$ cat src/rtl/bus_pkg.sv
// Shared definitions for the cpu data bus: address map, MMIO register
// offsets, STATUS bit positions and the UART transmitter state encoding.
package bus_pkg;

    // Width of a cpu data word; mirrors the cpu core's word width.
    localparam int WORD_WIDTH = 16;

    // First MMIO address; everything below it is data RAM (MMIO_BASE-1 is the stack top).
    localparam logic [WORD_WIDTH-1:0] MMIO_BASE = 16'hF800;

    // MMIO register offsets relative to MMIO_BASE.
    localparam logic [WORD_WIDTH-1:0] REG_TXDATA = 16'd0;
    localparam logic [WORD_WIDTH-1:0] REG_STATUS = 16'd1;

    // STATUS register bit positions.
    localparam int STATUS_FULL_BIT  = 0;
    localparam int STATUS_EMPTY_BIT = 1;
    localparam int STATUS_BUSY_BIT  = 2;
    localparam int STATUS_OVF_BIT   = 3;

    typedef enum logic [1:0] {
        UART_IDLE  = 2'd0,
        UART_START = 2'd1,
        UART_DATA  = 2'd2,
        UART_STOP  = 2'd3
    } uart_state_t;

endpackage

$ cat src/rtl/data_bus_uart_if.sv
// cpu data port plus the data RAM port, as seen by the bus splitter.
//
// Handshake: there is no valid/ready pair. A write commits on the single clk
// where cpu_stb & mem_write_en are both high; mem_write_en alone never causes
// an action. Reads are unqualified: data_in follows data_addr one clk later,
// and the cpu holds data_addr stable for at least 2 clk before cpu_stb.
interface data_bus_uart_if;

    logic                              cpu_stb;
    logic [bus_pkg::WORD_WIDTH-1:0]    data_addr;
    logic [bus_pkg::WORD_WIDTH-1:0]    data_out;
    logic                              mem_write_en;
    logic [bus_pkg::WORD_WIDTH-1:0]    data_in;

    logic [bus_pkg::WORD_WIDTH-1:0]    ram_addr;
    logic [bus_pkg::WORD_WIDTH-1:0]    ram_wdata;
    logic                              ram_wr_en;
    logic [bus_pkg::WORD_WIDTH-1:0]    ram_rdata;

    // cpu core and RAM side
    modport master (
        output cpu_stb, data_addr, data_out, mem_write_en, ram_rdata,
        input  data_in, ram_addr, ram_wdata, ram_wr_en
    );

    // bus splitter side
    modport slave (
        input  cpu_stb, data_addr, data_out, mem_write_en, ram_rdata,
        output data_in, ram_addr, ram_wdata, ram_wr_en
    );

endinterface

$ cat src/rtl/data_bus_uart_fifo.sv
// Synchronous FIFO feeding the UART transmitter. A push while full is
// dropped here; the caller is responsible for flagging the overflow.
module uart_tx_fifo #(
    parameter int DEPTH = 16,
    parameter int WIDTH = 8
) (
    input  logic                      clk,
    input  logic                      rst,
    input  logic                      push,
    input  logic [WIDTH-1:0]          din,
    input  logic                      pop,
    output logic [WIDTH-1:0]          dout,
    output logic                      full,
    output logic                      empty,
    output logic [$clog2(DEPTH):0]    count
);

    localparam int AW = $clog2(DEPTH);
    localparam int CW = AW + 1;

    logic [WIDTH-1:0] mem [DEPTH];
    logic [CW-1:0]    wr_ptr;
    logic [CW-1:0]    rd_ptr;
    logic             do_push;
    logic             do_pop;

    assign full    = (count == CW'(DEPTH));
    assign empty   = (count == '0);
    assign do_push = push & ~full;
    assign do_pop  = pop & ~empty;
    assign dout    = mem[rd_ptr[AW-1:0]];

    // Storage write; contents need no reset because count gates every read.
    always_ff @(posedge clk) begin
        if (do_push) begin
            mem[wr_ptr[AW-1:0]] <= din;
        end
    end

    // Pointers wrap modulo DEPTH; count tracks occupancy directly.
    always_ff @(posedge clk or posedge rst) begin
        if (rst) begin
            wr_ptr <= '0;
            rd_ptr <= '0;
            count  <= '0;
        end else begin
            if (do_push) begin
                wr_ptr <= (wr_ptr == CW'(DEPTH - 1)) ? '0 : wr_ptr + 1'b1;
            end
            if (do_pop) begin
                rd_ptr <= (rd_ptr == CW'(DEPTH - 1)) ? '0 : rd_ptr + 1'b1;
            end
            case ({do_push, do_pop})
                2'b10:   count <= count + 1'b1;
                2'b01:   count <= count - 1'b1;
                default: count <= count;
            endcase
        end
    end

endmodule

$ cat src/rtl/data_bus_uart.sv
// Data bus splitter: RAM below MMIO_BASE, MMIO above it. The only MMIO
// peripheral is a FIFO-buffered 8N1 UART transmitter (TXDATA, STATUS).
module data_bus_uart #(
    parameter int                             FIFO_DEPTH   = 16,
    parameter int                             CLKS_PER_BIT = 63,
    parameter logic [bus_pkg::WORD_WIDTH-1:0] MMIO_BASE    = bus_pkg::MMIO_BASE
) (
    input  logic                 clk,
    input  logic                 rst,
    data_bus_uart_if.slave       bus,
    output logic                 uart_tx,
    output bus_pkg::uart_state_t state_dbg
);

    import bus_pkg::*;

    localparam int CW = $clog2(FIFO_DEPTH) + 1;
    localparam int BW = (CLKS_PER_BIT > 1) ? $clog2(CLKS_PER_BIT) : 1;

    logic                  is_mmio;
    logic                  wr_commit;
    logic                  push;
    logic                  status_wr;
    logic                  pop;
    logic                  full;
    logic                  empty;
    logic                  busy;
    logic                  ovf;
    logic                  baud_done;
    logic [WORD_WIDTH-1:0] mmio_off;
    logic [WORD_WIDTH-1:0] mmio_val;
    logic [7:0]            fifo_dout;
    logic [CW-1:0]         fifo_count;
    logic [7:0]            shreg;
    logic [7:0]            shreg_n;
    logic [BW-1:0]         baud_cnt;
    logic [BW-1:0]         baud_n;
    logic [2:0]            bit_idx;
    logic [2:0]            bit_n;
    uart_state_t           state;
    uart_state_t           state_n;

    assign is_mmio   = (bus.data_addr >= MMIO_BASE);
    assign mmio_off  = bus.data_addr - MMIO_BASE;
    assign wr_commit = bus.cpu_stb & bus.mem_write_en;
    assign push      = wr_commit & is_mmio & (mmio_off == REG_TXDATA);
    assign status_wr = wr_commit & is_mmio & (mmio_off == REG_STATUS);

    assign bus.ram_addr  = bus.data_addr;
    assign bus.ram_wdata = bus.data_out;
    assign bus.ram_wr_en = wr_commit & ~is_mmio;

    assign busy      = (state != UART_IDLE) | (fifo_count != '0);
    assign baud_done = (baud_cnt == BW'(CLKS_PER_BIT - 1));
    assign state_dbg = state;

    uart_tx_fifo #(
        .DEPTH (FIFO_DEPTH),
        .WIDTH (8)
    ) u_fifo (
        .clk   (clk),
        .rst   (rst),
        .push  (push),
        .din   (bus.data_out[7:0]),
        .pop   (pop),
        .dout  (fifo_dout),
        .full  (full),
        .empty (empty),
        .count (fifo_count)
    );

    // MMIO read mux; TXDATA and unmapped offsets read as zero.
    always_comb begin
        mmio_val = '0;
        if (mmio_off == REG_STATUS) begin
            mmio_val[STATUS_FULL_BIT]  = full;
            mmio_val[STATUS_EMPTY_BIT] = empty;
            mmio_val[STATUS_BUSY_BIT]  = busy;
            mmio_val[STATUS_OVF_BIT]   = ovf;
        end
    end

    // Registered read data, refreshed every clk regardless of cpu_stb.
    always_ff @(posedge clk or posedge rst) begin
        if (rst) begin
            bus.data_in <= '0;
        end else begin
            bus.data_in <= is_mmio ? mmio_val : bus.ram_rdata;
        end
    end

    // Sticky overflow flag; a dropped push beats a same-cycle clear.
    always_ff @(posedge clk or posedge rst) begin
        if (rst) begin
            ovf <= 1'b0;
        end else if (push & full) begin
            ovf <= 1'b1;
        end else if (status_wr & bus.data_out[STATUS_OVF_BIT]) begin
            ovf <= 1'b0;
        end
    end

    // UART state, baud counter, bit index and shift register.
    always_ff @(posedge clk or posedge rst) begin
        if (rst) begin
            state    <= UART_IDLE;
            baud_cnt <= '0;
            bit_idx  <= '0;
            shreg    <= '0;
        end else begin
            state    <= state_n;
            baud_cnt <= baud_n;
            bit_idx  <= bit_n;
            shreg    <= shreg_n;
        end
    end

    // UART next state and line level; the line is high except in START/DATA.
    always_comb begin
        state_n = state;
        baud_n  = baud_cnt;
        bit_n   = bit_idx;
        shreg_n = shreg;
        pop     = 1'b0;
        uart_tx = 1'b1;
        case (state)
            UART_IDLE: begin
                if (!empty) begin
                    pop     = 1'b1;
                    shreg_n = fifo_dout;
                    baud_n  = '0;
                    bit_n   = '0;
                    state_n = UART_START;
                end
            end
            UART_START: begin
                uart_tx = 1'b0;
                if (baud_done) begin
                    baud_n  = '0;
                    state_n = UART_DATA;
                end else begin
                    baud_n = baud_cnt + 1'b1;
                end
            end
            UART_DATA: begin
                uart_tx = shreg[0];
                if (baud_done) begin
                    baud_n  = '0;
                    shreg_n = {1'b0, shreg[7:1]};
                    if (bit_idx == 3'd7) begin
                        bit_n   = '0;
                        state_n = UART_STOP;
                    end else begin
                        bit_n = bit_idx + 1'b1;
                    end
                end else begin
                    baud_n = baud_cnt + 1'b1;
                end
            end
            UART_STOP: begin
                if (baud_done) begin
                    baud_n  = '0;
                    state_n = UART_IDLE;
                end else begin
                    baud_n = baud_cnt + 1'b1;
                end
            end
            default: state_n = UART_IDLE;
        endcase
    end

endmodule

$ cat src/flat_wrapper.sv
// flat-port wrapper written by rule: the top's interface ports become plain ports
module data_bus_uart_flat import bus_pkg::*;
#(
    parameter int                             FIFO_DEPTH   = 16,
    parameter int                             CLKS_PER_BIT = 63,
    parameter logic [bus_pkg::WORD_WIDTH-1:0] MMIO_BASE    = bus_pkg::MMIO_BASE
)
  (clk, rst, uart_tx, state_dbg, bus_cpu_stb, bus_data_addr, bus_data_out, bus_mem_write_en, bus_ram_rdata, bus_data_in, bus_ram_addr, bus_ram_wdata, bus_ram_wr_en);
  data_bus_uart_if bus_i ();
  input  logic clk;
  input  logic rst;
  output logic uart_tx;
  output bus_pkg::uart_state_t state_dbg;
  input wire logic [$bits(bus_i.cpu_stb)-1:0] bus_cpu_stb;
  input wire logic [$bits(bus_i.data_addr)-1:0] bus_data_addr;
  input wire logic [$bits(bus_i.data_out)-1:0] bus_data_out;
  input wire logic [$bits(bus_i.mem_write_en)-1:0] bus_mem_write_en;
  input wire logic [$bits(bus_i.ram_rdata)-1:0] bus_ram_rdata;
  output wire logic [$bits(bus_i.data_in)-1:0] bus_data_in;
  output wire logic [$bits(bus_i.ram_addr)-1:0] bus_ram_addr;
  output wire logic [$bits(bus_i.ram_wdata)-1:0] bus_ram_wdata;
  output wire logic [$bits(bus_i.ram_wr_en)-1:0] bus_ram_wr_en;
  assign bus_i.cpu_stb = bus_cpu_stb;
  assign bus_i.data_addr = bus_data_addr;
  assign bus_i.data_out = bus_data_out;
  assign bus_i.mem_write_en = bus_mem_write_en;
  assign bus_i.ram_rdata = bus_ram_rdata;
  assign bus_data_in = bus_i.data_in;
  assign bus_ram_addr = bus_i.ram_addr;
  assign bus_ram_wdata = bus_i.ram_wdata;
  assign bus_ram_wr_en = bus_i.ram_wr_en;
  data_bus_uart #(.FIFO_DEPTH(FIFO_DEPTH), .CLKS_PER_BIT(CLKS_PER_BIT), .MMIO_BASE(MMIO_BASE)) u_core (.clk(clk), .rst(rst), .bus(bus_i), .uart_tx(uart_tx), .state_dbg(state_dbg));
endmodule
$ cat config.mk
export PLATFORM = sky130hd
export DESIGN_NAME = data_bus_uart_flat
export DESIGN_NICKNAME = d
export VERILOG_FILES = /design/src/rtl/bus_pkg.sv /design/src/rtl/data_bus_uart_if.sv /design/src/rtl/data_bus_uart_fifo.sv /design/src/rtl/data_bus_uart.sv /design/src/flat_wrapper.sv
export SDC_FILE = /design/constraint.sdc
export NUM_CORES = 1
export LEC_CHECK = 0
export CAP_MARGIN = 30
export CORE_AREA = 2 2 119 150
export DETAILED_ROUTE_END_ITERATION = 8
export DIE_AREA = 0 0 121 152
export PLACE_DENSITY = 0.73
export SYNTH_ARGS = -nofsm -noshare
export SYNTH_HDL_FRONTEND = slang
export SYNTH_SLANG_ARGS = --single-unit
$ cat constraint.sdc
create_clock -name clk -period 3.3 [get_ports clk]
set_input_delay 0.825 -clock clk [delete_from_list [all_inputs] [get_ports clk]]
set_output_delay 0.825 -clock clk [all_outputs]
set_load 0.03 [all_outputs]
# After elaboration in Yosys (flattened, before gate mapping)
# Memory sizes are Yosys's and may differ from the RTL's.
# Cells that the tools add are included.
# word_totals
ram_bits	128
in_bits	52
out_inout_bits	52
mem_count	1
register_bits	51
word_cells	86
# classes
eq_ne	16
bitwise_logic	13
magnitude_cmp	1
muxes	28
reduce_logical	11
add_sub_neg	7
# memory_table
memory	depth	width	read_ports	rd_ports_with_merged_regs	write_ports	line_no	source
u_core.u_fifo.mem	16	8	1	0	1	data_bus_uart_fifo.sv:21	logic [WIDTH-1:0] mem [DEPTH];
# ops
operator	n
$eq 16x1->1 const B	1
$ge 16x16->1 const B	1
$logic_not 16->1	1
$mux 16	1
$mux 8	2
$pmux 8 s2	1
$sub 16x16->16 const B	1
$add 5x1->5 const B	3
$mux 6	2
$pmux 6 s2	1
$eq 5x4->1 const B	2
$mux 2	5
$mux 5	2
$pmux 5 s2	1
$and 1x1->1	9
$mux 3	3
$ne 2x1->1 const B	4
$pmux 2 s4	1
$reduce_bool 2->1	4
$add 6x1->6 const B	1
$eq 2x2->1 const B	3
$eq 6x6->1 const B	1
$mux 1	6
$pmux 3 s2	1
16 further kinds	19

# Longest topological paths before layout
# Gate-level depths: netlist of the first run.
# depth
word_depth	6
ltp_mapped	15
mapped_depth_nobuf	13

# Modules after synthesis
# From an unflattened synthesis of the first run, not the netlist that was laid out.
# hier_totals
cells_unflattened	537
area_unflattened_um2	8006.4
# modules_own_cells
mod	area_per_inst_um2	cells_per_inst	seq_area_each_um2	n_inst
uart_tx_fifo	5878.1	339	4219.0	1
data_bus_uart	2128.3	198	900.9	1

# Worst setup path after synthesis of the first run
# OpenSTA, ideal clock, no wires.
# synth_timing
kind	in2reg
start	input port bus_data_addr[11]
end	register u_core.u_fifo.count[4]
path_buffers	2
path_slack_ns	-0.062
arrival_ns	3.283
path_stages	15
required_time_ns	3.221
setup_ns	0.079
cell_sequence	ha_1 -> nor4b_1 -> nand4_1 -> nor4_2 -> buf_4 -> inv_1 -> ha_1 -> clkbuf_1 -> xor2_1 -> ha_1 -> inv_1 -> o21ai_0 -> a21o_1 -> a21oi_1 -> xor2_1
# synth_between
elab_chain_cells	6
word_cells_on_any_way	10
classes_between	1 x add/sub; 1 x order compare; 2 x eq/ne; 1 x mux; 3 x bitwise; 2 x reduce/logical
# synth_rtl
item	line_no	source
start, declared	flat_wrapper.sv:15	input wire logic [$bits(bus_i.data_addr)-1:0] bus_data_addr;
$sub 16x16->16 / $ge 16x16->1 (equally long branches)	data_bus_uart.sv:44, data_bus_uart.sv:43	
$logic_not 16->1 / $and 1x1->1 (equally long branches)	data_bus_uart.sv:46	assign push = wr_commit & is_mmio & (mmio_off == REG_TXDATA);
$and 1x1->1 *	data_bus_uart.sv:46	
$and 1x1->1 *	data_bus_uart_fifo.sv:29	assign do_push = push & ~full;
$eq 2x1->1 / $eq 2x2->1 (equally long branches)	data_bus_uart_fifo.sv:53	case ({do_push, do_pop})
$pmux 5 s2 / $reduce_bool 2->1 (equally long branches)	n/a	
end signal, assigned	data_bus_uart_fifo.sv:54	2'b10: count <= count + 1'b1;
end signal, assigned	data_bus_uart_fifo.sv:55	2'b01: count <= count - 1'b1;
end signal, assigned	data_bus_uart_fifo.sv:56	default: count <= count;
end, declared	data_bus_uart_fifo.sv:15	output logic [$clog2(DEPTH):0] count
# Mark *: on every way between the ends. The rest lies on a longest branch, timed or not.
# A chain may end at the register's enable or synchronous reset.

# Final worst setup path of the first run
# layout_timing
start	input port bus_data_addr[7]
end	register u_core.u_fifo.count[4]
# Same word-level chain as after synthesis.

==> flow_summary.json, run 1 <==
{
  "drt_iter0_markers": 406,
  "worstPathArrival_ns": 3.33,
  "place_inst": 801,
  "setup_viol": 0,
  "fin_skew_ns": 0.00616,
  "core_area_sq_um": 17100,
  "cts_tree": "yes",
  "worstHoldPathType": "reg -> reg",
  "max-cap-violations": 0,
  "cts-root-buf": "clkbuf_16",
  "worstSetupPathType": "in -> reg",
  "timing.final.crit_share_pct": 90.3,
  "ys.flop_type": "edfxtp_1",
  "cts.sinks": 179,
  "grt_max_degree": 52,
  "grt_pass1_wl_mm": 25.5,
  "num-nets-final": 668,
  "synth_edf_count": 128,
  "drtPass1Iterations": 5,
  "avgSynthCellArea_sq_um": 15.6,
  "initial_utilization_pct": 45.7,
  "max_slew_margin_pct": 54.1,
  "ant_nets": 0,
  "die_width_microns": 121,
  "vdd_drop_max_v": 0.000392,
  "synth_area_leader_cell": "edfxtp_1",
  "final_util_pct": 56.0,
  "period_needed_ns": 2.98,
  "wire_per_inst_microns": 19.2,
  "antenna_found_initial": 0,
  "critPathLaunchType": "input port",
  "powerDensity_nw_per_um2": 709,
  "cp_max_fo": 4,
  "synth.most_common_cell": "edfxtp_1",
  "netlist_top_cells_area": "edfxtp_1, dfrtp_1, mux4_1",
  "dieHeight_microns": 152,
  "ys_types": 52,
  "hpwl_mm": 10.8,
  "clk_pin_slew_ns": 0.07,
  "syn-num-nets": 571,
  "clk_latency_ns": 0.43,
  "placement.io_buffers": 87,
  "cts_made_buffers": 17,
  "ys_seq_elements": 179,
  "place_area_sq_um": 8930,
  "synthCells": 501,
  "synth_area_sq_um": 7800,
  "final_hold_viol_count": 0,
  "postLayoutCellArea_sq_um": 9570,
  "htreeDepth": 4,
  "drv_slew": 0,
  "drive_gt1_share_pct": 17.5,
  "overflow": 0,
  "cp-end-kind": "register",
  "num_rows": 54,
  "yosysSeqAreaShare_pct": 65.6,
  "dieArea_sq_um": 18400,
  "place_congestion": 0.843,
  "leakage_uw": 0.00351,
  "synth_top_area_share_pct": 49.3,
  "clockBufferDepth": 2,
  "io_pins": 104,
  "viasPerCell": 5.45,
  "required_ns": 3.65,
  "yosys_warnings": 0,
  "grt_usage_pct": 18.3,
  "max_freq_mhz": 336,
  "worstRegToRegCells": 12,
  "stdcell_count": 834,
  "antenna_cells": 0,
  "rsz0062_at_grt": "no",
  "outcome": "finished, final reports clean",
  "num_vias": 4544,
  "min_path_cells": 1,
  "area_growth_syn_to_layout_pct": 22.6,
  "max_slew.worst_pin.slew_ns": 0.688,
  "async_flop_share_pct": 28.5,
  "grt_pass1_vias": 4689,
  "drt_wl_total_mm": 16.0,
  "n_fill_cell": 1313,
  "drc": 0,
  "ys_top_cells_by_count": "edfxtp_1, dfrtp_1, buf_4, a21oi_1, nand2_1"
}
sequential cells by signal (all words and copies together) (netlist names):
name                  count
u_core.ovf                1
u_core.u_fifo.count       5
u_core.u_fifo.wr_ptr      5
u_core.shreg              8
u_core.bus.data_in       16
u_core.u_fifo.rd_ptr      5
u_core.u_fifo.mem       128
u_core.state_dbg          2
u_core.baud_cnt           6
u_core.bit_idx            3
critical path: stages:
cell             delay, ns
clkdlybuf4s50_1       0.43
nor4_1                0.29
nand4_1               0.22
nor4_4                0.21
inv_1                 0.10
ha_2                  0.20
xor2_1                0.15
ha_2                  0.23
a21o_1                0.12
nand2_1               0.05
a21o_1                0.21
a21oi_2               0.14
xor2_1                0.15
through the flow:
step	setup WS, ns	hold WS, ns	TNS, ns	total power, uW
2_1_floorplan	0.0544	0.438	0	4300
3_3_place_gp	-0.332	0.458	-1.99	4720
3_5_place_dp	-0.448	0.461	-6.52	4810
4_1_cts	0.0487	0.473	0	6840
5_1_grt	0.0824	0.511	0	7140
6_report	0.320	0.477	0	6790
logic make-up (layout without fill, tap and decap cells):
family | after synthesis | count (layout) | share of synthesized area (%)
simple gates | 106 | 106 | 7.52
compound gates | 81 | 81 | 6.33
buf+inv | 69 | 178 | 5.45
flops | 179 | 179 | 65.6
xor+xnor | 10 | 10 | 1.12
mux | 38 | 38 | 11.1
fa+ha+maj | 18 | 18 | 2.89
final timing paths:
check / from / to / slack [ns]
hold reg to reg: u_core.baud_cnt[4] / u_core.baud_cnt[4] / 0.48
setup / recovery: bus_data_addr[7] / u_core.u_fifo.count[4] / 0.32
max in group asynchronous: rst / u_core.u_fifo.rd_ptr[0] / 2.29
setup reg to reg: u_core.u_fifo.count[2] / u_core.u_fifo.count[4] / 0.70
hold / removal: u_core.baud_cnt[4] / u_core.baud_cnt[4] / 0.48
min in group asynchronous: rst / u_core.state_dbg[1] / 0.77
final cells by class:
cell class | instances | area (sq um) | area share (%)
multi-input combinational | 253 | 2280 | 23.9
inverter | 15 | 56.3 | 0.589
timing repair buffer | 132 | 1240 | 12.9
sequential | 179 | 5120 | 53.5
clock buffer | 17 | 425 | 4.45
clock inverter | 14 | 165 | 1.73
tap | 224 | 280 | 2.93
cell usage in the layout (no fill, tap or decap), types with 15 or more instances in the layout:
| cell | netlist | final |
|---|---|---|
| edfxtp_1 | 128 | 128 |
| clkdlybuf4s50_1 | 0 | 82 |
| dfrtp_1 | 51 | 50 |
| buf_4 | 33 | 45 |
| nand2_1 | 25 | 25 |
| a21oi_1 | 26 | 25 |
| o21ai_0 | 22 | 22 |
| nor2_1 | 18 | 18 |
| mux4_1 | 18 | 18 |
| and2_1 | 17 | 17 |
| clkbuf_16 | 0 | 17 |
| ha_1 | 18 | 16 |
| mux4_2 | 15 | 15 |
| a22oi_1 | 15 | 15 |
routing by layer:
layer | vias to the layer above | wire length [microns] | track usage (%)
met4 | 0 | 316 | 6.37
met5 | - | 0 | 0
met1 | 2316 | 6250 | 21.3
met2 | 130 | 8730 | 32.5
met3 | 21 | 733 | 4.39
li1 | 2077 | - | -
repair_timing:
action	in CTS	in global routing
pin swaps	2	5
hold buffers	0	0
gates resized for setup	2	5
endpoints found under the setup margin	1	31
setup buffers	2	0
report_power, final:
part / internal, uW / total [uW] / switching, uW
sequential: 2580 / 2780 / 201
combinational: 927 / 2000 / 1070
clock: 1140 / 2010 / 875
total: 4640 / 6790 / 2140
No activity file was read; power rests on OpenSTA's default activity.
==> run 2, diff against run 1 <==
CORE_AREA = 2 2 124 156   (was 2 2 119 150)
DIE_AREA = 0 0 126 158   (was 0 0 121 152)
MAX_ROUTING_LAYER = met4   (was unset)
PLACE_DENSITY = 0.68   (was 0.73)
==> run 2 against run 1 <==
Against the previous run: largest cell class unchanged; clock power shrank 2%; flip-flop and latch count is the same; critical endpoint is now uart_tx; via count shrank 2.0%; power shrank 1.0%.
==> flow_summary.json, run 2 (synthesis gave the netlist of run 1 again) <==
{
  "period_needed_ns": 3.00,
  "grt_pass1_vias": 4578,
  "overflow": 0,
  "final_hold_viol_count": 0,
  "cp-end-kind": "output port",
  "die_width_microns": 126,
  "cts_setup_buffers": 0,
  "core_area_sq_um": 18500,
  "place_inst": 814,
  "max_slew.worst_pin.slew_ns": 0.619,
  "antenna_cells": 0,
  "drt_iter0_markers": 366,
  "final_common_cell": "edfxtp_1",
  "grt_usage_pct": 16.7,
  "max_slew_margin_pct": 58.8,
  "ant_nets": 0,
  "cts.sinks": 179,
  "cts_made_buffers": 17,
  "max_freq_mhz": 333,
  "clockBufferDepth": 2,
  "vdd_drop_max_v": 0.000467,
  "largest_reg_flops": 128,
  "cts-root-buf": "clkbuf_16",
  "worstHoldPathType": "reg -> reg",
  "initial_utilization_pct": 42.2,
  "clk_pin_slew_ns": 0.07,
  "htreeDepth": 4,
  "required_ns": 2.47,
  "final_util_pct": 51.7,
  "cp_cell_sequence": "inv_1, ha_1, nand2_1, o21ai_0, clkdlybuf4s50_1",
  "dieHeight_microns": 158,
  "outcome": "finished, final reports clean",
  "drive_gt1_share_pct": 18.2,
  "rsz0062_at_grt": "no",
  "clk_latency_ns": 0.44,
  "n_fill_cell": 1487,
  "wire_per_inst_microns": 18.4,
  "timing.final.crit_share_pct": 91.1,
  "min_path_cells": 1,
  "drt_wl_total_mm": 15.5,
  "grt_max_degree": 34,
  "antenna_found_initial": 0,
  "slowest_delay_ns": 0.69,
  "cp_num_buf_inv": 2,
  "io_pins": 104,
  "drc": 0,
  "area_growth_syn_to_layout_pct": 22.6,
  "cts_tree": "yes",
  "setup_viol": 0,
  "placement.io_buffers": 87,
  "critical_path_depth": 5,
  "cp_max_fo": 9,
  "leakage_uw": 0.00352,
  "grt_pass1_wl_mm": 24.3,
  "final_cell_mix": "edfxtp_1, clkdlybuf4s50_1, buf_4, dfrtp_1",
  "critPathLaunchType": "register",
  "hpwl_mm": 10.8,
  "num_rows": 56,
  "cp_top_family": "buffers and inverters",
  "num_vias": 4454,
  "max-cap-violations": 0,
  "slowest_stage": "clkdlybuf4s50_1",
  "drtPass1Iterations": 4,
  "viasPerCell": 5.26,
  "drv_slew": 0,
  "num-nets-final": 671,
  "powerDensity_nw_per_um2": 702,
  "fin_skew_ns": 0.00937,
  "worstRegToRegCells": 12,
  "worstPathArrival_ns": 2.18,
  "cts_hold_buffers": 0,
  "worstSetupPathType": "reg -> out",
  "dieArea_sq_um": 19900,
  "place_congestion": 0.813,
  "stdcell_count": 846,
  "cts.repair.resized": 0
}
run 2: stage by stage:
step	setup WS (ns)	setup TNS (ns)	total power (uW)	cell area (sq um)	hold WS, ns
CTS	0.127	0	6760	9550	0.488
finish	0.295	0	6720	9570	0.491
global placement	-0.275	-1.95	4700	8950	0.457
global route	0.0884	0	7090	9570	0.515
detailed placement	-0.315	-2.39	4780	8950	0.476
floorplan	0.0544	0	4300	7810	0.438
run 2: final cells by class:
cell class	count	area (sq um)	share of cell area [%]
sequential	179	5120	53.5
multi-input combinational	253	2270	23.8
timing repair buffer	135	1230	12.9
clock buffer	17	425	4.45
tap	232	290	3.03
clock inverter	15	171	1.79
inverter	15	56.3	0.588
run 2: worst paths after layout:
path / from / to / slack [ns]
hold reg to reg: u_core.baud_cnt[4] / u_core.baud_cnt[4] / 0.49
setup / recovery: u_core.state_dbg[0] / uart_tx / 0.30
setup reg to reg: u_core.u_fifo.count[2] / u_core.u_fifo.count[4] / 0.75
max in group asynchronous: rst / u_core.u_fifo.wr_ptr[4] / 1.81
hold / removal: u_core.baud_cnt[4] / u_core.baud_cnt[4] / 0.49
min in group asynchronous: rst / u_core.baud_cnt[2] / 0.74
run 2: report_power, final:
part | leakage, uW | internal, uW | total, uW | switching [uW]
registers | 0.00177 | 2580 | 2830 | 255
clock network | 0.000288 | 1010 | 1970 | 954
logic | 0.00146 | 930 | 1920 | 986
run 2: worst register-to-register path: cells and delay by family, from the launching register on:
family | cells | cell delay [ns]
adders and majority gates | 2 | 0.43
and+or+nand+nor | 4 | 0.70
xor gates and xnor gates | 2 | 0.30
buffers and inverters | 1 | 0.10
DFF | 1 | 0.50
AOI/OAI and AO/OA | 3 | 0.45
run 2: routing by layer:
layer | up-vias | GRT usage [%] | wire, microns
met4 | 0 | 5.55 | 293
li1 | 2079 | - | -
met5 | - | - | 0
met2 | 117 | 29.0 | 8460
met3 | 23 | 4.49 | 693
met1 | 2235 | 18.8 | 6100
==> run 3, diff against run 2 <==
CAP_MARGIN = 20   (was 30)
CORE_AREA = 2 2 148 186   (was 2 2 124 156)
DIE_AREA = 0 0 150 188   (was 0 0 126 158)
PLACE_DENSITY = 0.52   (was 0.68)
==> run 3 against run 2 <==
Against the previous run: utilization decreased by 15 points; routed wire length increased by 12%; first-iteration DRC count decreased by 39%; final cell count increased by 13%; clock power decreased by 7%; design area increased by 0.97%; global-route usage decreased by 3.7 points; worst hold slack got worse by 0.010 ns.
==> flow_summary.json, run 3 (synthesis gave the netlist of run 1 again) <==
{
  "finalSetupTns_ns": 0,
  "netSwitchingFraction_pct": 32.4,
  "worstRegToRegCells": 12,
  "power.total_uw": 6660,
  "timing.final.crit_share_pct": 93.9,
  "r2r_end": "u_core.u_fifo.count[4]",
  "num_vias": 4388,
  "num_rows": 67,
  "num-nets-final": 671,
  "place_inst": 924,
  "max_slew_margin_pct": 56.0,
  "p_int_uw": 4500,
  "r2r_slack_ns": 0.71,
  "critPathLaunchType": "input port",
  "post-place-ws_ns": -0.408,
  "ant_nets": 0,
  "cts_hold_buffers": 0,
  "placement.io_buffers": 87,
  "max_slew.worst_pin.slew_ns": 0.660,
  "cts.sinks": 179,
  "wire_per_inst_microns": 18.1,
  "cp-end-kind": "register",
  "whs_ns": 0.481,
  "drive_gt1_share_pct": 18.6,
  "final_hold_viol_count": 0,
  "dieArea_sq_um": 28200,
  "combinationalPowerShare_pct": 29.5,
  "final_cell_mix": "edfxtp_1, clkdlybuf4s50_1, buf_4, dfrtp_1",
  "antenna_cells": 0,
  "grt_max_degree": 23,
  "grt_pass1_vias": 4614,
  "layout_setup_ws_ns": 0.202,
  "leakage_uw": 0.00349,
  "grt_pass1_wl_mm": 26.7,
  "cts_made_buffers": 17,
  "dieHeight_microns": 188,
  "area_growth_syn_to_layout_pct": 23.8,
  "setup_viol": 0,
  "drv_slew": 0,
  "place_congestion": 0.791,
  "power.switching_uw": 2160,
  "viasPerCell": 4.58,
  "stdcell_count": 959,
  "antenna_found_initial": 0,
  "max_freq_mhz": 323,
  "drtPass1Iterations": 5,
  "cts-root-buf": "clkbuf_16",
  "clk_latency_ns": 0.42,
  "drt_wl_total_mm": 17.4,
  "htreeDepth": 4,
  "initial_utilization_pct": 29.5,
  "drt_iter0_markers": 225,
  "worstPathArrival_ns": 3.45,
  "largest_reg_flops": 128,
  "cts_tree": "yes",
  "powerDensity_nw_per_um2": 689,
  "io_pins": 104,
  "crit_start": "bus_data_addr[2]",
  "die_width_microns": 150,
  "seqPwrFrac_pct": 43.0,
  "clock_power_share_pct": 27.5,
  "cp_max_fo": 4,
  "period_needed_ns": 3.10,
  "r2r-start": "u_core.u_fifo.count[2]",
  "rsz0062_at_grt": "no",
  "required_ns": 3.65,
  "grt_usage_pct": 13.0,
  "outcome": "finished, final reports clean",
  "vdd_drop_max_v": 0.000324,
  "core_area_sq_um": 26500,
  "max-cap-violations": 0,
  "clk_pin_slew_ns": 0.07,
  "hpwl_mm": 12.3,
  "worstSetupPathType": "in -> reg",
  "n_fill_cell": 2541,
  "final_common_cell": "edfxtp_1",
  "clockBufferDepth": 2,
  "min_path_cells": 1,
  "hp-start": "u_core.baud_cnt[4]",
  "hold_end": "u_core.baud_cnt[4]",
  "fin_skew_ns": 0.0108,
  "worstHoldPathType": "reg -> reg",
  "drc": 0,
  "overflow": 0
}
run 3: changes by cell type in the layout (fill, tap and decap cells not counted), moves of 2 or more:
| cell | previous run | this run |
|---|---|---|
| clkinv_8 | 5 | 0 |
| clkdlybuf4s50_1 | 83 | 79 |
| inv_6 | 2 | 6 |
| buf_4 | 50 | 53 |
| clkinv_4 | 3 | 0 |
| clkbuf_1 | 0 | 2 |
| inv_8 | 3 | 1 |
run 3: final cells by class:
cell class                 instances  area [sq um]  area share (%)
tap                              345           432            4.47
inverter                          15          56.3           0.583
timing repair buffer             135          1230            12.8
sequential                       179          5120            53.0
multi-input combinational        253          2290            23.7
clock inverter                    13          97.6            1.01
clock buffer                      19           433            4.48
run 3: worst max path at each step:
| stage | end | slack (ns) | cells after the start |
|---|---|---|---|
| 2_1_floorplan | u_core.u_fifo.count[4] | 0.05 | 15 |
| 3_3_place_gp | u_core.u_fifo.count[4] | -0.33 | 14 |
| 3_5_place_dp | u_core.u_fifo.count[4] | -0.41 | 14 |
| 4_1_cts | u_core.u_fifo.count[4] | 0.0002 | 14 |
| 5_1_grt | u_core.u_fifo.count[4] | 0.02 | 13 |
| 6_report | u_core.u_fifo.count[4] | 0.20 | 13 |
run 3: worst max-delay path, stage by stage:
cell and delay (ns):
clkdlybuf4s50_1 0.43, nor4_1 0.32, nand4_1 0.22, nor4_4 0.34, inv_1 0.09, ha_2 0.20
xor2_1 0.15, ha_2 0.24, a21o_1 0.12, nand2_1 0.05, a21o_1 0.18, a21oi_2 0.13
xor2_1 0.15
run 3: what timing repair did:
item	4_1_cts	5_1_grt
buffers inserted	0	3
gates resized for setup	0	7
endpoints found under the setup margin	0	3
run 3: power by group through the flow:
stage | logic (uW) | registers (uW) | clock network (uW)
2_1_floorplan | 1510 | 2790 | 0
3_3_place_gp | 1920 | 2890 | 0
3_5_place_dp | 1970 | 2910 | 0
4_1_cts | 1980 | 2860 | 1880
5_1_grt | 2180 | 2900 | 1970
6_report | 1970 | 2860 | 1830
run 3: layer usage:
metal | up-vias | GRT usage, % | share of wire (%) | routed length [microns]
li1 | 2082 | - | - | -
met1 | 2236 | 14.7 | 40 | 7020
met2 | 58 | 23.3 | 56 | 9710
met3 | 12 | 2.34 | 2.7 | 471
met4 | 0 | 3.77 | 1.0 | 180
met5 | - | - | 0 | 0
run 3: metrics by stage:
| stage | cell area (sq um) | utilization, % |
|---|---|---|
| 2_1_floorplan | 7810 | - |
| 3_5_place_dp | 9080 | 34.3 |
| 6_report | 9660 | 36.5 |
| 5_1_grt | 9660 | 36.5 |
| 4_1_cts | 9610 | 36.3 |
| 3_3_place_gp | 9080 | 34.3 |
==> RTL change 1 (flow settings as in run 1) <==
Compare `count` against `CW'(DEPTH)` with >= in place of ==.
--- a/src/rtl/data_bus_uart_fifo.sv
+++ b/src/rtl/data_bus_uart_fifo.sv
@@ -24,7 +24,7 @@
     logic             do_push;
     logic             do_pop;
 
-    assign full    = (count == CW'(DEPTH));
+    assign full    = (count >= CW'(DEPTH));
     assign empty   = (count == '0);
     assign do_push = push & ~full;
     assign do_pop  = pop & ~empty;
Function: no difference found for any inputs over 10 cycles, from zero or initial values and one cycle with rst high; that may be too few to reach the edited logic, so the function may still have changed.
==> RTL change 1 against run 1 <==
Sequential cell count did not move. Area after synthesis rose by 4.2%. Critical path depth fell by 1. Setup slack got worse by 0.17 ns. Design area rose by 5.4%. Routed wire length rose by 12%. Register-to-register slack got worse by 0.46 ns. Cell count rose by 6.2%. Critical endpoint unchanged.
Power is not compared: it rests on default switching activity, and its combinational part moved more than twofold at a synthesized area within 25%.
==> RTL change 1: results (changes against run 1) <==
Global routing
  – Largest net degree at the start of global routing: 39 (-25%)
  – Gr usage total: 0.2019 (+0.01920)
  – First-pass GRT wire length: 28.10 mm (+10%)
  – M1 GR Usage: 0.2329 (+0.01962)
  – Met3 Use GR: 0.04204 (-0.001877)
  – Vias in the first global route: 5179 (+10%)

Place
  – Gp weighted congestion: 0.8973 (+6.5%)
  – Post-DP HPWL: 12.67 mm (+17%)
  – Area of placed instances: 9475 µm² (+6.1%)
  – Placed cell count: 852 (+6.4%)
  – DP Worst Slack: -0.5909 ns (-0.1429 ns)

Route
  – Routed WL: 18.03 mm (+12%)
  – WL/cell: 20.35 µm (+5.9%)
  – 1st-iter DRT viols: 339 (-17%)
  – Via/cell ratio: 5.663 (+3.9%)
  – WL met2: 10.11 mm (+16%)
  – Routed wl met3: 683 µm (-6.8%)

STA
  – Hold Worst Slack: 0.4932 ns (+0.01594 ns)
  – Post-route setup slack: 0.1544 ns (-0.1654 ns)
  – Clock Skews: 0.008764 ns (+0.002602 ns)
  – Worst Tran Pin Value: 0.8748 ns (+0.1872 ns)

Yosys
  – Synth top cells by count: edfxtp_1 (128), dfrtp_1 (51), mux2_2 (39)
  – Synth unique cells: 65 (+25%)
  – Ranking of synthesized cells by area: edfxtp_1 (47%), dfrtp_1 (16%), mux2_2 (5.4%)
  – Synth Instances: 549 (+9.6%)

Cells and area
  – Share of layout cells above drive strength 1: 0.2341 (+0.05873)

Worst setup path
  – Worst R2R Path Depth: 10 (-2)
  – Worst Path Arrival: 3.47 ns (+0.14 ns)
  – Setup slack, reg-to-reg: 0.24 ns (-0.46 ns)
  – Critical Path Start: bus_data_addr[13]
  – CP peak stage delay: 0.47 ns (+0.04 ns)

Power
  – Tot Pwr: 4.598 mW

Run status
  – Status: finished clean
RTL change 1: cell count changes in the layout (fill, tap and decap cells not counted), sizes merged, moves of 9 or more:
cell,before,now
a21oi,26,11
a32o,0,11
and3,4,16
buf,47,56
mux2,3,44
mux4,33,11
o21ai,23,14
RTL change 1: cell type report:
class | instances | area, µm²
multi-input cells | 295 | 2629
clock buffers | 18 | 429.2
inverters | 16 | 62.56
fillers | 1280 | 7013
well taps | 224 | 280.3
repair buffers | 141 | 1433
flip-flops and latches | 179 | 5120
clock inverters | 13 | 127.6
RTL change 1: what timing repair did:
action | in CTS | in global routing
pin swaps | 1 | 5
resized for setup | 3 | 7
endpoints found under the setup margin | 2 | 1
buffers inserted | 0 | 3
RTL change 1: logic make-up after synthesis:
group / share of synthesized area
AOI/OAI and AO/OA: 0.08156
xor gates and xnor gates: 0.009696
adders and majority gates: 0.02770
buffers and inverters: 0.05802
DFF: 0.6297
muxes: 0.1019
and+or+nand+nor: 0.09141
==> RTL change 2 (flow settings as in run 1) <==
Made on the original files. Change the package constant `WORD_WIDTH` from 16 to 32.
--- a/src/rtl/bus_pkg.sv
+++ b/src/rtl/bus_pkg.sv
@@ -3,7 +3,7 @@
 package bus_pkg;
 
     // Width of a cpu data word; mirrors the cpu core's word width.
-    localparam int WORD_WIDTH = 16;
+    localparam int WORD_WIDTH = 32;
 
     // First MMIO address; everything below it is data RAM (MMIO_BASE-1 is the stack top).
     localparam logic [WORD_WIDTH-1:0] MMIO_BASE = 16'hF800;
Interface: changed (6 resized); port bits go from 104 to 200. The function was not compared with the original's and may differ.
==> RTL change 2 against run 1 <==
Routed wire length is 19% higher. Non-clock buffer count is 89 higher. Via count is 17% higher. Design area is 20% higher. Area after synthesis is 13% higher. The run now ends with setup timing left. Sequential cell count is 16 higher. Highest routed layer unchanged. Cell count is 17% higher. Critical path depth is 3 higher. Maximum frequency is 18% lower. Setup slack worse by 0.64 ns.
Power is not compared: it rests on default switching activity, and its combinational part moved more than twofold at a synthesized area within 25%.
==> RTL change 2: results (changes against run 1) <==
Yosys
  – Synth unique cells: 56 (+7.7%)
  – Avg Inst Size Synth: 14.93 µm² (-4.1%)
  – Synth top cells by count: edfxtp_1 (128), dfrtp_1 (67), buf_4 (64)
  – Yosys warns: 0 (unchanged)
  – Ranking of synthesized cells by area: edfxtp_1 (44%), dfrtp_1 (19%), mux4_2 (10%)
  – Post-synth EDFFs: 128 (unchanged)
  – Post-synth ARST share: 0.3436 (+0.05867)
  – Mapped Nets: 708 (+24%)
  – Sequential area share after synthesis: 0.6277 (-0.02840)

Clock tree
  – Clk root buf: clkbuf_16
  – Worst-path clk slew: 0.08 ns
  – H-tree levels: 4 (unchanged)
  – TritonCTS Buffers: 17 (unchanged)
  – Clock latency on the worst-skew pair: 0.43 ns (about the same)
  – CTS max path bufs: 2 (unchanged)

Route
  – WL met2: 10.36 mm (+19%)
  – Met1 WL: 7.656 mm (+22%)
  – Via count: 5306 (+17%)
  – Routed wl met3: 618 µm (-16%)
  – Drt pass-1 iters: 5 (unchanged)
  – Routed WL: 19.03 mm (+19%)
  – Max Used Layer: met4
  – 1st-iter DRT viols: 245 (-40%)

Run status
  – Failing checks: setup timing
  – Status: finished with violations

Worst setup path
  – Worst Path Arrival: 3.95 ns (+0.62 ns)
  – R2r startpoint: u_core.u_fifo.count[1]
  – CP max-delay cell: or4_4
  – CP peak stage delay: 0.55 ns (+0.12 ns)
  – Crit path to: u_core.u_fifo.count[4]
  – CP max FO: 3 (-1)
  – Setup slack, reg-to-reg: 0.17 ns (-0.53 ns)
  – Critical Path Start: bus_data_addr[16]
  – Worst R2R Path Depth: 13 (+1)

Cells and area
  – Net count reported at finish: 861 (+29%)
  – Number of flip-flops in the largest register: 128 (unchanged)
  – Post-Layout Cell Count: 979 (+17%)
  – Ant. Diodes: 0 (unchanged)
  – Share of layout cells above drive strength 1: 0.2464 (+0.07095)

Hold path
  – Hold crit path type: flop to flop
  – Hold Crit Depth: 1 (unchanged)

Global routing
  – Initial antenna violation count: 0 (unchanged)
  – Total grt overflow: 0 (unchanged)
  – Largest net degree at the start of global routing: 39 (-25%)
  – Gr usage total: 0.2138 (+0.03110)
  – Vias in the first global route: 5606 (+20%)
  – First-pass GRT wire length: 29.99 mm (+18%)

Place
  – DP Worst Slack: -1.078 ns (-0.6305 ns)
  – Post-DP HPWL: 13.58 mm (+25%)
  – Number of buffers added on ports: 151 (+74%)
  – Gp weighted congestion: 0.8262 (-1.9%)
  – Placed cell count: 941 (+17%)

Power
  – Pleak: roughly 4.4 nW
  – Peak VDD IR: 398.1 µV

STA
  – Hold Worst Slack: 0.5078 ns (+0.03060 ns)
  – Post-route setup slack: -0.3222 ns (-0.6420 ns)
  – Fin Setup TNS: -0.5055 ns (-0.5055 ns)
  – # setup viols final: 3 (+3)
  – Worst Tran Pin Value: 0.6684 ns (-0.01915 ns)
  – Clock Skews: 0.01069 ns (+0.004532 ns)
==> RTL change 2: layer usage <==
layer | GRT usage | up-vias
met2 | 0.3673 | 117
met4 | 0.07143 | 0
met3 | 0.03979 | 38
met5 | 0 | -
li1 | - | 2450
met1 | 0.2723 | 2701
==> RTL change 2: cell families (layout without fill, tap and decap cells) <==
kind of cell / after synthesis / in the layout / share of synthesized area
flops: 195 / 195 / 0.6277
fa+ha+maj: 19 / 19 / 0.02703
buf+inv: 103 / 269 / 0.07384
simple gates: 146 / 146 / 0.09290
mux: 56 / 56 / 0.1204
compound gates: 58 / 58 / 0.04624
xor+xnor: 12 / 12 / 0.01195
==> RTL change 2: what timing repair did <==
item | in CTS | in global routing
buffers inserted | 4 | 2
endpoints found under the setup margin | 6 | 5
gates resized for setup | 29 | 22
pin swaps | 13 | 16
==> RTL change 2: how the worst min path moves through the flow <==
| stage | endpoint | start |
|---|---|---|
| 6_report | u_core.u_fifo.count[4] | u_core.u_fifo.count[4] |
| 5_1_grt | u_core.u_fifo.count[4] | u_core.u_fifo.count[4] |
| 4_1_cts | u_core.u_fifo.count[4] | u_core.u_fifo.count[4] |
| 3_5_place_dp | u_core.u_fifo.count[4] | u_core.u_fifo.count[4] |
| 3_3_place_gp | u_core.u_fifo.count[4] | u_core.u_fifo.count[4] |
| 2_1_floorplan | u_core.u_fifo.count[4] | u_core.u_fifo.count[4] |
==> RTL change 2: where the power goes <==
part	leakage (nW)	internal (mW)	total, mW	switching, mW
combinational	2.05	0.161	0.320	0.159
clock	0.286	1.03	2.04	1.01
sequential	2.07	2.61	2.62	0.00490
==> RTL change 2: layout make-up <==
class	count	area [µm²]
inverters	16	62.56
well taps	224	280.3
flip-flops and latches	195	5522
multi-input cells	291	2776
clock buffers	18	429.2
repair buffers	221	2215
fillers	1146	5634
clock inverters	14	175.2
==> RTL change 2: metrics by stage <==
stage | util | area (µm²)
CTS | 0.6649 | 11370
detailed placement | 0.6254 | 10690
global route | 0.6704 | 11460
floorplan | - | 8846
finish | 0.6704 | 11460
global placement | 0.6249 | 10680
==> RTL change 2: worst max-delay path, delay by kind of cell <==
family | cells | cell delay [ns]
AND/OR/NAND/NOR | 4 | 1.10
AO/OA/AOI/OAI | 5 | 1.07
XOR/XNOR | 3 | 0.45
adder cells (fa/ha/maj) | 2 | 0.35
buffers and inverters | 2 | 0.13
